File: config.mk
export PLATFORM = sky130hd
export DESIGN_NAME = sha1_core_arbiter
export DESIGN_NICKNAME = d
export VERILOG_FILES = /design/src/rtl/sha1_ctrl_pkg.sv /design/src/rtl/rr_arbiter2.sv /design/src/rtl/sha1_core_arbiter.sv
export SDC_FILE = /design/constraint.sdc
export NUM_CORES = 2
export LEC_CHECK = 0
export BUFFER_PORTS_ARGS = -buffer_cell sky130_fd_sc_hd__clkbuf_2
export CAP_MARGIN = 5
export CORE_AREA = 2 2 735 737
export DETAILED_ROUTE_END_ITERATION = 8
export DIE_AREA = 0 0 737 739
export MAX_ROUTING_LAYER = met4
export PLACE_DENSITY = 0.3
export SKIP_CTS_REPAIR_TIMING = 1
export SLEW_MARGIN = 25
export SYNTH_ARGS = -nofsm -noshare
export SYNTH_HDL_FRONTEND = slang
export SYNTH_SLANG_ARGS = --single-unit
File: constraint.sdc
create_clock -name clk -period 4 [get_ports clk]
set_input_delay 0.8 -clock clk [delete_from_list [all_inputs] [get_ports clk]]
set_output_delay 0.8 -clock clk [all_outputs]
set_load 0.05 [all_outputs]
File: src/rtl/sha1_ctrl_pkg.sv
// Shared types and sizes for the SHA-1 core arbiter slice.
package sha1_ctrl_pkg;

  localparam int unsigned BLOCK_WORDS  = 16;
  localparam int unsigned DIGEST_WORDS = 5;
  localparam int unsigned NUM_REQ      = 2;

  typedef logic [BLOCK_WORDS-1:0][31:0]  block_t;
  typedef logic [DIGEST_WORDS-1:0][31:0] digest_t;

  typedef enum logic [2:0] {
    StIdle,
    StIssue,
    StWait,
    StFlush,
    StResp
  } state_e;

endpackage

File: src/rtl/rr_arbiter2.sv
// Two-way round-robin grant: on a tie the requester not served last wins.
module rr_arbiter2 (
  input  logic [1:0] req,
  input  logic [0:0] last,
  output logic [1:0] grant
);

  always_comb begin
    grant = 2'b00;
    case (req)
      2'b01:   grant = 2'b01;
      2'b10:   grant = 2'b10;
      2'b11:   grant = last[0] ? 2'b01 : 2'b10;
      default: grant = 2'b00;
    endcase
  end

endmodule

File: src/rtl/sha1_core_arbiter.sv
// Shares one external SHA-1 core between two requesters, with a completion
// timeout that flushes the core and reports a zero digest.
module sha1_core_arbiter
  import sha1_ctrl_pkg::*;
#(
  parameter int unsigned TIMEOUT_CYCLES = 255
) (
  input  logic                          clk,
  input  logic                          reset_n,
  input  logic [1:0]                    req_valid,
  output logic [1:0]                    req_ready,
  input  logic [BLOCK_WORDS-1:0][31:0]  req_block0,
  input  logic [BLOCK_WORDS-1:0][31:0]  req_block1,
  output logic [1:0]                    rsp_valid,
  input  logic [1:0]                    rsp_ready,
  output logic [DIGEST_WORDS-1:0][31:0] rsp_digest,
  output logic                          rsp_timeout,
  output logic                          core_start,
  output logic [BLOCK_WORDS-1:0][31:0]  core_block,
  input  logic [DIGEST_WORDS-1:0][31:0] core_digest,
  input  logic                          core_done,
  output logic                          core_rst_n,
  output logic                          busy
);

  localparam logic [15:0] TimeoutCnt = 16'(TIMEOUT_CYCLES);

  state_e      state_q, state_d;
  logic        owner_q, owner_d;
  logic        last_q, last_d;
  logic        flush_q, flush_d;
  logic        timeout_q, timeout_d;
  logic [15:0] cnt_q, cnt_d;
  block_t      block_q, block_d;
  digest_t     digest_q, digest_d;
  logic [1:0]  grant;

  rr_arbiter2 u_arb (
    .req   (req_valid),
    .last  (last_q),
    .grant (grant)
  );

  always_ff @(posedge clk) begin
    if (!reset_n) begin
      state_q   <= StIdle;
      owner_q   <= 1'b0;
      last_q    <= 1'b1;
      flush_q   <= 1'b0;
      timeout_q <= 1'b0;
      cnt_q     <= '0;
      block_q   <= '0;
      digest_q  <= '0;
    end else begin
      state_q   <= state_d;
      owner_q   <= owner_d;
      last_q    <= last_d;
      flush_q   <= flush_d;
      timeout_q <= timeout_d;
      cnt_q     <= cnt_d;
      block_q   <= block_d;
      digest_q  <= digest_d;
    end
  end

  always_comb begin
    state_d   = state_q;
    owner_d   = owner_q;
    last_d    = last_q;
    flush_d   = flush_q;
    timeout_d = timeout_q;
    cnt_d     = cnt_q;
    block_d   = block_q;
    digest_d  = digest_q;
    case (state_q)
      StIdle: begin
        if (|grant) begin
          owner_d = grant[1];
          block_d = grant[1] ? req_block1 : req_block0;
          state_d = StIssue;
        end
      end
      StIssue: begin
        cnt_d   = '0;
        state_d = StWait;
      end
      StWait: begin
        cnt_d = cnt_q + 16'd1;
        // Completion takes priority over a timeout landing in the same cycle.
        if (core_done) begin
          digest_d  = core_digest;
          timeout_d = 1'b0;
          state_d   = StResp;
        end else if (cnt_q == TimeoutCnt) begin
          flush_d = 1'b0;
          state_d = StFlush;
        end
      end
      StFlush: begin
        digest_d  = '0;
        timeout_d = 1'b1;
        flush_d   = ~flush_q;
        if (flush_q) state_d = StResp;
      end
      StResp: begin
        if (rsp_ready[owner_q]) begin
          last_d  = owner_q;
          state_d = StIdle;
        end
      end
      default: state_d = StIdle;
    endcase
  end

  // Outputs are forced to their reset values for the whole time reset_n is low.
  always_comb begin
    req_ready   = (reset_n && state_q == StIdle) ? grant : 2'b00;
    rsp_valid   = (reset_n && state_q == StResp) ? (owner_q ? 2'b10 : 2'b01) : 2'b00;
    rsp_digest  = reset_n ? digest_q : '0;
    rsp_timeout = reset_n & timeout_q;
    core_start  = reset_n & (state_q == StIssue);
    core_block  = reset_n ? block_q : '0;
    core_rst_n  = reset_n & (state_q != StFlush);
    busy        = reset_n & (state_q != StIdle);
  end

endmodule

==> summary.md <==
| Metric | Value |
|---|---|
| Layout fillers | 62,235 |
| Post-synthesis net count | 4,792 |
| Dominant cell type by area after synthesis | dfxtp_1 |
| Max Buffers Root-to-Sink | 4 |
| Avg Cell Area, Syn | 10.2 µm² |
| Ys flop type | dfxtp_1 |
| XOR/XNOR Fraction of Synth Area | 0% |
| Pwr dens | 451 nW/µm² |
| RSZ-0062 raised after global routing | no |
| Die Y | 739 µm |
| Post-layout nets | 6,521 |
| Max_slew headroom | 33.0% |
| Multi-input gate area | 19,900 µm² |
| Number of flops mapped to enable cells by yosys | 0 |
| Non-Filler Cell Area, Final | 59,200 µm² |
| Post-Synth Adder-Cell Area | 0.0342% |
| Synth unique cells | 54 |
| Commonest non-fill, non-tap cells in the layout | clkbuf_2, dfxtp_1, and2_1, nand2_1, o221ai_2 |
| DR WL/cell | 33.2 µm |
| Fraction of layout cells with a size suffix above 1 | 56.9% |
| Grt total ovfl | 0 |
| Critical path's largest stage delay | 0.56 ns |
| Worst setup EP type | primary output |
| Synth area leaders | dfxtp_1, o221ai_2, and2_1, a21oi_2, nand2_1 |
| Largest family of logic cells by synthesized area | compound AO/OA/AOI/OAI gates |
| Synth async-reset ratio | 0% |
| Crit path kind | flip-flop to primary output |
| YS warnings | 0 |
| Area delta synth->final | 61.6% |
| Tcrit/Tclk final | 94.9% |
| Final std cells w/o fill | 12,864 |
| Die area | 545,000 µm² |
| Max Slew Vio Count | 0 |
| Avg Vias per Cell | 2.98 |
| Final Hold Fails | 0 |
| PortBufs | 1,870 |
| TritonCTS clock tree | built |
| Fin crit period | 3.80 ns |
| First-pass DRT Iterations | 5 |
| Post-synthesis compound-gate area fraction | 35.8% |
| Placed insts | 12,399 |
| CP required | 3.20 ns |
| Cells after Synth | 3,600 |
| Final Power | 26.7 mW |
| Synth Register Bits | 695 |
| Mux cell area share after synthesis | 0.208% |
| Largest net degree at the start of global routing | 125 |
| CTS H-tree lvls | 3 |
| Worst-path cell chain | or3_1, or2_4, nor3_2, buf_4, clkbuf_2 |
| Crit path max-delay cell type | or3_1 |
| Fmax | 263 MHz |
| Layout Skew | 0.112 ns |
| Worst Setup Start Kind | flip-flop |
| Vias in the first global route | 37,732 |
| Commonest non-fill, non-tap cell in the layout | clkbuf_2 |
| Initial antenna violation count | 534 |
| Type of the most critical hold path | primary input to flip-flop |
| Sequential area share after synthesis | 38.0% |
| Yosys top cell area share | 38.0% |
| Die X | 737 µm |
| Critical path data arrival time | 3.00 ns |
| Routability cong. | 1.01 |
| Core Region | 536,000 µm² |
| P_leak | 21.4 nW |
| First-pass GRT wire length | 513,000 µm |
| Area of all sequential standard cells | 13,900 µm² |
| VDD IR max | 0.373 mV |
| Initial Utilization | 6.84% |
| Crit path max-delay family | simple AND/OR/NAND/NOR gates |
| Dpl hpwl | 375,000 µm |
| Drt drc | 0 |
| CP Max Fanout | 11 |
| Via count | 38,362 |
| Simple-gate area share of the yosys netlist | 18.1% |
| Final hold slack | 0.0958 ns |
| Number of DRC markers in iteration 0 | 2,453 |
| Setup TNS Final | 0 ns |
| Outcome | finished, final reports clean |
| Maxcap violations | 0 |
| Post-Syn Area | 36,600 µm² |
| Worst R2R Setup Slack | 0.98 ns |
| ANT nets after route | 0 |
| Clock root buffer master | clkbuf_16 |
| Placement Cell Area | 54,800 µm² |
| Clock Pin Slew Worst Setup and Hold Paths | 0.06 ns |
| CTS buffer count | 109 |
| Final setup fails | 0 |
| Gr usage total | 15.5% |
| Boundary Pins | 1,871 |
| Clock Latency Late Sink | 0.90 ns |
| Worst-margin pin slew | 1.01 ns |
| WL final | 428,000 µm |
| Clock sink total | 695 |
| Buf/Inv on CP | 2 |
| # rows | 269 |
[area by class of cell]
cell class / count / area share [%]
Multi-Input combinational cell: 2500 / 33.6
Sequential cell: 695 / 23.5
Clock buffer: 160 / 5.37
Antenna cell: 269 / 1.14
Tap cell: 7181 / 15.2
Timing Repair Buffer: 2021 / 20.4
Inverter: 2 / 0.0254
Clock inverter: 36 / 0.860
[logic make-up (layout without fill, tap and decap cells)]
| kind of cell | after synthesis | after routing |
|---|---|---|
| other | 0 | 269 |
| and+or+nand+nor | 1271 | 1271 |
| adders and majority gates | 1 | 1 |
| AOI/OAI and AO/OA | 1221 | 1221 |
| buffers and inverters | 405 | 2219 |
| DFF | 695 | 695 |
| muxes | 7 | 7 |
[synth_stat cells (all sizes together), types with 6 or more instances]
| library cell | instances |
|---|---|
| a21oi | 525 |
| a22o | 160 |
| and2 | 677 |
| buf | 188 |
| clkbuf | 215 |
| dfxtp | 695 |
| nand2 | 528 |
| nand3 | 7 |
| nand4 | 6 |
| nor2 | 21 |
| o21ai | 7 |
| o221ai | 512 |
[routing by layer]
layer,part of all wire [%],vias to the layer above,global-route usage [%]
met5,0,-,-
met4,3.7,0,4.20
met3,13,665,8.82
met2,47,2129,25.5
met1,36,18592,15.6
li1,-,16976,-
[power breakdown]
| group | internal [mW] | total [mW] | switching (mW) |
|---|---|---|---|
| clock | 6.08 | 10.5 | 4.38 |
| combinational | 2.50 | 7.72 | 5.23 |
| sequential | 7.65 | 8.53 | 0.880 |
| total | 16.2 | 26.7 | 10.5 |
[registers in the layout, indices dropped and copies added (netlist names)]
signal / flops
timeout_q: 1
last_q: 1
cnt_q: 16
owner_q: 1
block_q: 512
digest_q: 160
flush_q: 1
state_q: 3
[through the flow]
stage / util, % / worst slack [ns]
6_report: 11.1 / 0.205
5_1_grt: 11.0 / 0.0584
4_1_cts: 10.9 / -0.195
3_5_place_dp: 10.2 / 0.680
3_3_place_gp: 10.2 / 0.681
2_1_floorplan: - / 0.669
[path summary, 6_finish.rpt]
path	depth (start not counted)	end	from
setup / recovery	5	req_ready[1]	state_q[1]
hold / removal	2	digest_q[115]	core_digest[115]
setup reg to reg	5	block_q[20]	state_q[1]
hold reg to reg	2	block_q[5]	block_q[5]
(Power assumes the default switching activity.)
